$ cat config.mk
export PLATFORM = sky130hd
export DESIGN_NAME = tlb_miss_ctrl_flat
export DESIGN_NICKNAME = d
export VERILOG_FILES = /design/src/rtl/tlb_miss_ctrl_pkg.sv /design/src/rtl/tlb_miss_ctrl_if.sv /design/src/rtl/mmu_sat_counter.sv /design/src/rtl/tlb_miss_ctrl.sv /design/src/flat_wrapper.sv
export SDC_FILE = /design/constraint.sdc
export NUM_CORES = 1
export LEC_CHECK = 0
export ABC_AREA = 0
export CAP_MARGIN = 30
export CORE_UTILIZATION = 35
export CTS_CLUSTER_DIAMETER = 80
export CTS_CLUSTER_SIZE = 24
export DETAILED_ROUTE_END_ITERATION = 8
export GPL_TIMING_DRIVEN = 0
export PLACE_DENSITY = 0.79
export SLEW_MARGIN = 20
export SYNTH_ARGS = -nofsm -noshare
export SYNTH_HDL_FRONTEND = slang
export SYNTH_SLANG_ARGS = --single-unit
$ cat constraint.sdc
create_clock -name clk -period 2.7 [get_ports clk]
set_input_delay 0.405 -clock clk [delete_from_list [all_inputs] [get_ports clk]]
set_output_delay 0.405 -clock clk [all_outputs]
set_load 0.005 [all_outputs]
$ cat src/rtl/tlb_miss_ctrl_pkg.sv
`default_nettype none
// ============================================================================
// Module   : tlb_miss_ctrl_pkg
// Brief    : Shared MMU constants, FSM state encoding and helper functions
// Revision : 1.0 - initial release
// ============================================================================
package tlb_miss_ctrl_pkg;

    localparam int c_pte_bits    = 32;
    localparam int c_pte_v_bit   = 0;
    localparam int c_pte_pfn_lsb = 10;
    localparam int c_cnt_bits    = 32;

    localparam logic [2:0] c_st_idle     = 3'd0;
    localparam logic [2:0] c_st_lookup   = 3'd1;
    localparam logic [2:0] c_st_mem_req  = 3'd2;
    localparam logic [2:0] c_st_mem_wait = 3'd3;
    localparam logic [2:0] c_st_refill   = 3'd4;
    localparam logic [2:0] c_st_resp     = 3'd5;

    typedef enum logic [2:0] {
        S_IDLE     = c_st_idle,
        S_LOOKUP   = c_st_lookup,
        S_MEM_REQ  = c_st_mem_req,
        S_MEM_WAIT = c_st_mem_wait,
        S_REFILL   = c_st_refill,
        S_RESP     = c_st_resp
    } state_e;

    // Increment that sticks at all-ones instead of wrapping.
    function automatic logic [c_cnt_bits-1:0] sat_inc(input logic [c_cnt_bits-1:0] v);
        return (&v) ? v : v + 1'b1;
    endfunction

endpackage
`default_nettype wire

$ cat src/rtl/tlb_miss_ctrl_if.sv
`default_nettype none
// ============================================================================
// Module   : tlb_miss_ctrl_if
// Brief    : Request/response, TLB lookup/refill and PTE memory port bundle
// Revision : 1.0 - initial release
// ============================================================================
interface tlb_miss_ctrl_if
    import tlb_miss_ctrl_pkg::*;
#(
    parameter int VPN_BITS   = 20,
    parameter int PFN_BITS   = 20,
    parameter int PADDR_BITS = 32
);
    logic                  req_valid;
    logic                  req_ready;
    logic [VPN_BITS-1:0]   req_vpn;
    logic [PADDR_BITS-1:0] ptbr;
    logic                  resp_valid;
    logic                  resp_ready;
    logic [PFN_BITS-1:0]   resp_pfn;
    logic                  resp_fault;
    logic [VPN_BITS-1:0]   tlb_lookup_vpn;
    logic                  tlb_lookup_hit;
    logic [PFN_BITS-1:0]   tlb_lookup_pfn;
    logic                  tlb_refill_en;
    logic [VPN_BITS-1:0]   tlb_refill_vpn;
    logic [PFN_BITS-1:0]   tlb_refill_pfn;
    logic                  mem_req_valid;
    logic                  mem_req_ready;
    logic [PADDR_BITS-1:0] mem_req_addr;
    logic                  mem_resp_valid;
    logic [c_pte_bits-1:0] mem_resp_data;

    // Environment side: requester, TLB array and memory.
    modport master (
        output req_valid, req_vpn, ptbr, resp_ready,
        output tlb_lookup_hit, tlb_lookup_pfn,
        output mem_req_ready, mem_resp_valid, mem_resp_data,
        input  req_ready, resp_valid, resp_pfn, resp_fault,
        input  tlb_lookup_vpn, tlb_refill_en, tlb_refill_vpn, tlb_refill_pfn,
        input  mem_req_valid, mem_req_addr
    );

    // Miss controller side.
    modport slave (
        input  req_valid, req_vpn, ptbr, resp_ready,
        input  tlb_lookup_hit, tlb_lookup_pfn,
        input  mem_req_ready, mem_resp_valid, mem_resp_data,
        output req_ready, resp_valid, resp_pfn, resp_fault,
        output tlb_lookup_vpn, tlb_refill_en, tlb_refill_vpn, tlb_refill_pfn,
        output mem_req_valid, mem_req_addr
    );
endinterface
`default_nettype wire

$ cat src/rtl/mmu_sat_counter.sv
`default_nettype none
// ============================================================================
// Module   : mmu_sat_counter
// Brief    : 32-bit event counter with increment enable, saturating at all-ones
// Revision : 1.0 - initial release
// ============================================================================
module mmu_sat_counter
    import tlb_miss_ctrl_pkg::*;
(
    input  wire logic                  clk,
    input  wire logic                  rst_n,
    input  wire logic                  inc_en,
    output logic      [c_cnt_bits-1:0] count
);
    logic [c_cnt_bits-1:0] r_count;

    always_ff @(posedge clk) begin
        if (!rst_n) begin
            r_count <= '0;
        end else if (inc_en) begin
            r_count <= sat_inc(r_count);
        end
    end

    assign count = r_count;
endmodule
`default_nettype wire

$ cat src/rtl/tlb_miss_ctrl.sv
`default_nettype none
// ============================================================================
// Module   : tlb_miss_ctrl
// Brief    : TLB lookup plus single-level page-table walk and refill on miss.
//            Optional hit/miss counters when TLB_MISS_PERF_EN is defined.
// Revision : 1.0 - initial release
// ============================================================================
module tlb_miss_ctrl
    import tlb_miss_ctrl_pkg::*;
#(
    parameter int VPN_BITS   = 20,
    parameter int PFN_BITS   = 20,
    parameter int PADDR_BITS = 32
)(
    input  wire logic        clk,
    input  wire logic        rst_n,
    tlb_miss_ctrl_if.slave   bus
`ifdef TLB_MISS_PERF_EN
    ,
    output logic [c_cnt_bits-1:0] hit_count,
    output logic [c_cnt_bits-1:0] miss_count
`endif
);
    state_e                r_state;
    state_e                w_next_state;
    logic [VPN_BITS-1:0]   r_vpn;
    logic [PADDR_BITS-1:0] r_ptbr;
    logic [PFN_BITS-1:0]   r_pfn;
    logic                  r_fault;
    logic                  w_pte_valid;
    logic [PFN_BITS-1:0]   w_pte_pfn;
    logic [PADDR_BITS-1:0] w_pte_addr;
    logic                  w_unused_pte;

    assign w_pte_valid  = bus.mem_resp_data[c_pte_v_bit];
    assign w_pte_pfn    = bus.mem_resp_data[c_pte_pfn_lsb +: PFN_BITS];
    assign w_unused_pte = ^bus.mem_resp_data;
    // Built only from latched values, so it stays put across mem_req_ready stalls.
    assign w_pte_addr   = r_ptbr + PADDR_BITS'({r_vpn, 2'b00});

    always_ff @(posedge clk) begin
        if (!rst_n) begin
            r_state <= S_IDLE;
        end else begin
            r_state <= w_next_state;
        end
    end

    always_comb begin
        w_next_state       = r_state;
        bus.req_ready      = 1'b0;
        bus.resp_valid     = 1'b0;
        bus.mem_req_valid  = 1'b0;
        bus.tlb_refill_en  = 1'b0;
        case (r_state)
            S_IDLE: begin
                bus.req_ready = 1'b1;
                if (bus.req_valid) w_next_state = S_LOOKUP;
            end
            S_LOOKUP: begin
                w_next_state = bus.tlb_lookup_hit ? S_RESP : S_MEM_REQ;
            end
            S_MEM_REQ: begin
                bus.mem_req_valid = 1'b1;
                if (bus.mem_req_ready) w_next_state = S_MEM_WAIT;
            end
            S_MEM_WAIT: begin
                if (bus.mem_resp_valid) w_next_state = w_pte_valid ? S_REFILL : S_RESP;
            end
            S_REFILL: begin
                bus.tlb_refill_en = 1'b1;
                w_next_state      = S_RESP;
            end
            S_RESP: begin
                bus.resp_valid = 1'b1;
                if (bus.resp_ready) w_next_state = S_IDLE;
            end
            default: w_next_state = S_IDLE;
        endcase
    end

    always_ff @(posedge clk) begin
        if (!rst_n) begin
            r_vpn   <= '0;
            r_ptbr  <= '0;
            r_pfn   <= '0;
            r_fault <= 1'b0;
        end else begin
            case (r_state)
                S_IDLE: begin
                    if (bus.req_valid) begin
                        r_vpn  <= bus.req_vpn;
                        r_ptbr <= bus.ptbr;
                    end
                end
                S_LOOKUP: begin
                    if (bus.tlb_lookup_hit) begin
                        r_pfn   <= bus.tlb_lookup_pfn;
                        r_fault <= 1'b0;
                    end
                end
                S_MEM_WAIT: begin
                    if (bus.mem_resp_valid) begin
                        r_pfn   <= w_pte_valid ? w_pte_pfn : '0;
                        r_fault <= ~w_pte_valid;
                    end
                end
                default: ;
            endcase
        end
    end

    assign bus.resp_pfn       = r_pfn;
    assign bus.resp_fault     = r_fault;
    assign bus.tlb_lookup_vpn = r_vpn;
    assign bus.tlb_refill_vpn = r_vpn;
    assign bus.tlb_refill_pfn = r_pfn;
    assign bus.mem_req_addr   = w_pte_addr;

`ifdef TLB_MISS_PERF_EN
    logic w_lookup;
    assign w_lookup = (r_state == S_LOOKUP);

    mmu_sat_counter u_hit_cnt (
        .clk    (clk),
        .rst_n  (rst_n),
        .inc_en (w_lookup & bus.tlb_lookup_hit),
        .count  (hit_count)
    );

    mmu_sat_counter u_miss_cnt (
        .clk    (clk),
        .rst_n  (rst_n),
        .inc_en (w_lookup & ~bus.tlb_lookup_hit),
        .count  (miss_count)
    );
`endif
endmodule
`default_nettype wire

$ cat src/flat_wrapper.sv
// flat-port wrapper written by rule: the top's interface ports become plain ports
module tlb_miss_ctrl_flat import tlb_miss_ctrl_pkg::*;
#(
    parameter int VPN_BITS   = 20,
    parameter int PFN_BITS   = 20,
    parameter int PADDR_BITS = 32
)
  (clk, rst_n, bus_req_valid, bus_req_vpn, bus_ptbr, bus_resp_ready, bus_tlb_lookup_hit, bus_tlb_lookup_pfn, bus_mem_req_ready, bus_mem_resp_valid, bus_mem_resp_data, bus_req_ready, bus_resp_valid, bus_resp_pfn, bus_resp_fault, bus_tlb_lookup_vpn, bus_tlb_refill_en, bus_tlb_refill_vpn, bus_tlb_refill_pfn, bus_mem_req_valid, bus_mem_req_addr);
  tlb_miss_ctrl_if #(.VPN_BITS(VPN_BITS), .PFN_BITS(PFN_BITS), .PADDR_BITS(PADDR_BITS)) bus_i ();
  input  wire logic clk;
  input  wire logic rst_n;
  input wire logic [$bits(bus_i.req_valid)-1:0] bus_req_valid;
  input wire logic [$bits(bus_i.req_vpn)-1:0] bus_req_vpn;
  input wire logic [$bits(bus_i.ptbr)-1:0] bus_ptbr;
  input wire logic [$bits(bus_i.resp_ready)-1:0] bus_resp_ready;
  input wire logic [$bits(bus_i.tlb_lookup_hit)-1:0] bus_tlb_lookup_hit;
  input wire logic [$bits(bus_i.tlb_lookup_pfn)-1:0] bus_tlb_lookup_pfn;
  input wire logic [$bits(bus_i.mem_req_ready)-1:0] bus_mem_req_ready;
  input wire logic [$bits(bus_i.mem_resp_valid)-1:0] bus_mem_resp_valid;
  input wire logic [$bits(bus_i.mem_resp_data)-1:0] bus_mem_resp_data;
  output wire logic [$bits(bus_i.req_ready)-1:0] bus_req_ready;
  output wire logic [$bits(bus_i.resp_valid)-1:0] bus_resp_valid;
  output wire logic [$bits(bus_i.resp_pfn)-1:0] bus_resp_pfn;
  output wire logic [$bits(bus_i.resp_fault)-1:0] bus_resp_fault;
  output wire logic [$bits(bus_i.tlb_lookup_vpn)-1:0] bus_tlb_lookup_vpn;
  output wire logic [$bits(bus_i.tlb_refill_en)-1:0] bus_tlb_refill_en;
  output wire logic [$bits(bus_i.tlb_refill_vpn)-1:0] bus_tlb_refill_vpn;
  output wire logic [$bits(bus_i.tlb_refill_pfn)-1:0] bus_tlb_refill_pfn;
  output wire logic [$bits(bus_i.mem_req_valid)-1:0] bus_mem_req_valid;
  output wire logic [$bits(bus_i.mem_req_addr)-1:0] bus_mem_req_addr;
  assign bus_i.req_valid = bus_req_valid;
  assign bus_i.req_vpn = bus_req_vpn;
  assign bus_i.ptbr = bus_ptbr;
  assign bus_i.resp_ready = bus_resp_ready;
  assign bus_i.tlb_lookup_hit = bus_tlb_lookup_hit;
  assign bus_i.tlb_lookup_pfn = bus_tlb_lookup_pfn;
  assign bus_i.mem_req_ready = bus_mem_req_ready;
  assign bus_i.mem_resp_valid = bus_mem_resp_valid;
  assign bus_i.mem_resp_data = bus_mem_resp_data;
  assign bus_req_ready = bus_i.req_ready;
  assign bus_resp_valid = bus_i.resp_valid;
  assign bus_resp_pfn = bus_i.resp_pfn;
  assign bus_resp_fault = bus_i.resp_fault;
  assign bus_tlb_lookup_vpn = bus_i.tlb_lookup_vpn;
  assign bus_tlb_refill_en = bus_i.tlb_refill_en;
  assign bus_tlb_refill_vpn = bus_i.tlb_refill_vpn;
  assign bus_tlb_refill_pfn = bus_i.tlb_refill_pfn;
  assign bus_mem_req_valid = bus_i.mem_req_valid;
  assign bus_mem_req_addr = bus_i.mem_req_addr;
  tlb_miss_ctrl #(.VPN_BITS(VPN_BITS), .PFN_BITS(PFN_BITS), .PADDR_BITS(PADDR_BITS)) u_core (.clk(clk), .rst_n(rst_n), .bus(bus_i));
endmodule
== Yosys cells after proc, flatten, opt, wreduce, memory -nomap -nowiden ==
Cells that the tools add are included.
Word-level totals
  register bits after elaboration: 76
  latch bits: 0
  memory bits (writable): 0
  bits in read-only memories: 0
  input bits: 111
  output and inout port bits: 117
  word-level logic and storage cells: 40
  memories: 0
Operators by class
  add/subtract/negate cells: 1
  multipliers: 0
  divide/modulo/power cells: 0
  order comparisons: 0
  eq/ne operators: 10
  shift operators: 0
  multiplexer cells: 18
  bitwise logic cells: 1
  reductions and logical operators: 5
Operators with widths (number)
  20-bit two-way mux: 3
  20-bit case mux with 2 select lines: 1
  32-bit by 22-bit adder with 32-bit output: 1
  3-bit case mux with 6 select lines: 1
  3-bit two-way mux: 5
  2-bit inequality test, second input constant: 5
  1-bit two-way mux: 7
  3-bit by 2-bit == test with 1-bit output, second input constant: 2
  3-bit == test, second input constant: 2
  4-bit AND reduction: 1
  3-bit by 1-bit == test with 1-bit output, second input constant: 1
  3-bit zero test: 1
  3-bit AND reduction: 1
  1-bit case mux with 2 select lines: 1
  2-bit AND reduction: 1
  2-bit nonzero test: 1
  1-bit NOT: 1

== Longest topological paths before layout ==
  depth in word-level cells: 3
  gate-level depth with buffers: 10
  mapped depth without buffers: 9

== Worst setup path before layout ==
OpenSTA, ideal clock, no wires.
  path type: register to output
  start point: reg u_core.r_vpn[0] (netlist: u_core.bus.tlb_lookup_vpn[0])
  end point: out bus_mem_req_addr[20]
  arrival time: 2.150 ns
  slack: 0.145 ns
  cell stages (with the launch flop): 11
  path through: dfxtp_1 -> ha_1 -> inv_1 -> fa_1 -> nor2b_4 -> o31ai_2 -> a31oi_1 -> a311o_1 -> buf_6 -> nand3_1 -> o311ai_1
Between the ends
  longest elaborated chain between the ends: 1
Ends and longest elaborated chain
  start: declaration: RTL line tlb_miss_ctrl.sv:26  | logic [VPN_BITS-1:0] r_vpn;
  start signal: assignment: RTL line tlb_miss_ctrl.sv:92  | r_vpn <= bus.req_vpn;
  32-bit by 22-bit adder with 32-bit output: RTL line tlb_miss_ctrl.sv:39  | assign w_pte_addr = r_ptbr + PADDR_BITS'({r_vpn, 2'b00});
  end: declaration: RTL line flat_wrapper.sv:30  | output wire logic [$bits(bus_i.mem_req_addr)-1:0] bus_mem_req_addr;
No other way between the ends.

== Final worst setup path ==
  start point: reg u_core.r_ptbr[2]
  end point: out bus_mem_req_addr[24]
Between the ends
  longest elaborated chain between the ends: 1
Ends and longest elaborated chain
  start: declaration: RTL line tlb_miss_ctrl.sv:27  | logic [PADDR_BITS-1:0] r_ptbr;
  start signal: assignment: RTL line tlb_miss_ctrl.sv:93  | r_ptbr <= bus.ptbr;
  32-bit by 22-bit adder with 32-bit output: RTL line tlb_miss_ctrl.sv:39
No other way between the ends.

==> summary.txt <==
Timing
  • # setup viols final: 16
  • Post-route worst setup slack: -421.4 ps
  • Fin. max-slew vios: 0
  • Worst slew pin tran: 639.4 ps
  • Unrepaired setup endpoints after global routing: yes
  • Max Fclk: 320.4 MHz
  • Hold Worst Slack: 456.0 ps
  • Final Skew: 4.955 ps
  • Final setup TNS: -4047 ps
  • Minimum clock period: 3121 ps
  • Final count of hold timing violations: 0
  • Slew HR: 0.5738
  • Final worst path period share: 1.156

Floorplan
  • Initial Utilization: 0.3617
  • # rows: 42
  • Die ar.: 0.01432 sq mm
  • Die Ht: 119.7 um
  • Die width: 119.7 um
  • Core Area: 0.01340 sq mm
  • IO Count: 228

Logic synthesis
  • Mapped Nets: 745
  • Synth Area in Simple Gates: 0.2279
  • Post-synth EDFFs: 0
  • Compound-Gate Fraction of Synth Area: 0.2419
  • Synth unique cells: 56
  • Post-Synth Adder-Cell Area: 0.05576
  • Synthesized flop and latch total: 76
  • Largest family of logic cells by synthesized area: compound AO/OA/AOI/OAI gates
  • Area contributors post-synth: dfxtp_1 (31%), nand2_1 (11%), a21boi_1 (8.1%)
  • Ys async rst share: 0
  • Synth Area in XOR/XNOR: 0.04698
  • Post-Synthesis Cell Area: 0.004847 sq mm
  • Most common library cells after synthesis: nand2_1 (147), dfxtp_1 (76), a21boi_1 (52), nand3_1 (49), buf_4 (42)
  • Post-synth top area share: 0.3139
  • Mux cell area share after synthesis: 0.004388
  • Yosys top cell by area: dfxtp_1
  • Post-Syn Instances: 613
  • YS warnings: 0
  • Syn Area/Cell: 7.907 sq um
  • Ys flop type: dfxtp_1
  • Count leader, synth: nand2_1
  • Sequential element share of the synthesized area: 0.3139

Route
  • Routed WL: 16.43 mm
  • Post-route ant nets: 0
  • Per-cell routed wire length: 15.80 um
  • DRC: 0
  • DRT iter0 DRCs: 258
  • DRT Pass-1 Iters: 5
  • Vias per cell: 5.013
  • Vias after detailed routing: 5,213

Global route
  • Grt ovf: 0
  • Initial antenna violation count: 1
  • Largest net degree at the start of global routing: 13
  • First-pass GRT wire length: 24.94 mm
  • Vias in the first global route: 5,005
  • GRT Util Overall: 0.2214

Setup path
  • Worst path cell trace: ha_4, inv_2, fa_2, nor2b_4, o31ai_4, a31oi_2, a311o_1, buf_6, buf_6, a32oi_4, xnor2_2, buf_2
  • Crit end category: output port
  • Crit path required time: 2300 ps
  • CP bufs+invs: 4
  • Crit path top cell by count: buf_6
  • Critical path arrival: 2720 ps
  • Crit-path leading delay family: compound AO/OA/AOI/OAI gates
  • Setup crit start kind: flip-flop
  • Critical Path Max Stage Delay: 430 ps
  • Slowest CP cell: a311o_1
  • Critical-path maximum fanout: 4
  • Setup CP Type: flip-flop to output port

Power
  • Power Density: 475.4 mW/mm^2
  • Leak Pwr: 3.443 nW
  • Max IR drop VDD: 0.2925 mV

Clock network
  • Reg clk slew, reported paths: 60 ps
  • H-Tree Level Count: 3
  • Max clock buf depth: 2
  • Clk sinks: 76
  • Worst skew pair latency: 340 ps
  • Hold-fix buffers, CTS: 0
  • TritonCTS clock tree: done
  • Total CTS buffers: 9
  • Root buf cell: clkbuf_16

Cells and area
  • P&R area growth vs syn: 64.46%
  • Share of cells above drive strength 1: 0.2072
  • Final Instance Area: 0.007971 sq mm
  • # fillers: 1,232
  • Nets: 991
  • N_diodes: 0
  • Non-filler instance count after layout: 1,040

Placed design
  • DP HPWL: 11.56 mm
  • DP Worst Slack: -677.1 ps
  • PortBufs: 215
  • GPL Wtd Cong: 0.8295
  • Dpl cells: 1,004
  • Dpl cell area: 0.007219 sq mm

Status
  • Status: finished with violations
  • Violated checks: setup timing

Flow run
  • Max Cap Viol: 0

Hold path
  • Worst hold path type: flip-flop to flip-flop
-- sequential cells by signal, indices dropped and copies added (netlist names) --
name                       cells
u_core.bus.resp_fault          1
u_core.r_state                 3
u_core.bus.resp_pfn           20
u_core.r_ptbr                 32
u_core.bus.tlb_lookup_vpn     20
-- placed cells by master (no fill, tap or decap), types with 5 or more instances in the layout --
cell	n
a21boi_1	51
a21o_1	7
a21oi_1	13
a21oi_2	5
buf_2	26
buf_4	54
buf_6	12
clkbuf_1	26
clkbuf_16	9
clkdlybuf4s50_1	190
dfxtp_1	66
dfxtp_2	6
ha_1	6
ha_2	5
ha_4	9
inv_1	9
nand2_1	144
nand3_1	48
nor2_1	13
nor3_1	5
o211a_1	21
o21a_1	6
xnor2_1	16
xor2_1	6
-- kinds of logic (layout without fill, tap and decap cells) --
kind of cell,count (synthesis),in the layout
adder cells (fa/ha/maj),21,21
AO/OA/AOI/OAI,149,149
multiplexers,2,2
AND/OR/NAND/NOR,247,247
buffers and inverters,92,343
flip-flops,76,76
XOR/XNOR,26,26
-- path summary, 6_finish.rpt --
path                     startpoint                     end  slack [ps]  depth (start not counted)
hold reg to reg    u_core.r_ptbr[0]        u_core.r_ptbr[0]         460                          2
hold / removal     u_core.r_ptbr[0]        u_core.r_ptbr[0]         460                          2
setup reg to reg  u_core.r_state[1]  u_core.bus.resp_pfn[2]         740                          6
setup / recovery   u_core.r_ptbr[2]    bus_mem_req_addr[24]        -420                         12
-- final cells by class --
cell class	count	area (sq um)	share of cell area
Multi-Input combinational cell	445	3137	0.3935
Timing Repair Buffer	237	2260	0.2835
Sequential cell	76	1544	0.1937
Buffer	79	480.5	0.06027
Clock buffer	12	266.5	0.03343
Tap cell	176	220.2	0.02763
Inverter	11	41.29	0.005180
Clock inverter	4	22.52	0.002825
-- routing by layer --
layer	vias up	global-route usage	routed length, um	share of wire
met5	-	0	13	0.00079
met4	2	0.07500	265	0.016
met3	25	0.06511	1334	0.081
met2	203	0.4003	8268	0.50
met1	2411	0.2453	6549	0.40
li1	2572	-	-	-
-- where the power goes --
group / leakage [nW] / total [mW] / switching (mW) / internal, mW
sequential: 0.628 / 1.34 / 0.111 / 1.23
clock: 0.144 / 1.18 / 0.485 / 0.693
combinational: 2.67 / 1.27 / 0.535 / 0.734
-- per-stage QoR --
stage | power, mW | util
after detailed placement | 2.593 | 0.5387
after global routing | 3.991 | 0.5949
final | 3.789 | 0.5949
after global placement | 2.581 | 0.5387
after floorplan | 1.908 | -
after CTS | 3.802 | 0.5850
-- worst min-delay path, stage by stage, from the launching register on --
cell and delay (ps):
dfxtp_1 310, nand2_1 50, a21boi_1 50
-- repair_timing --
action / 4_1_cts / 5_1_grt
endpoints found under the setup margin: 25 / 23
resized for setup: 131 / 35
cloned: 1 / 0
pin swaps: 30 / 29
setup buffers: 17 / 6
Power figures use the tool's default switching activity.
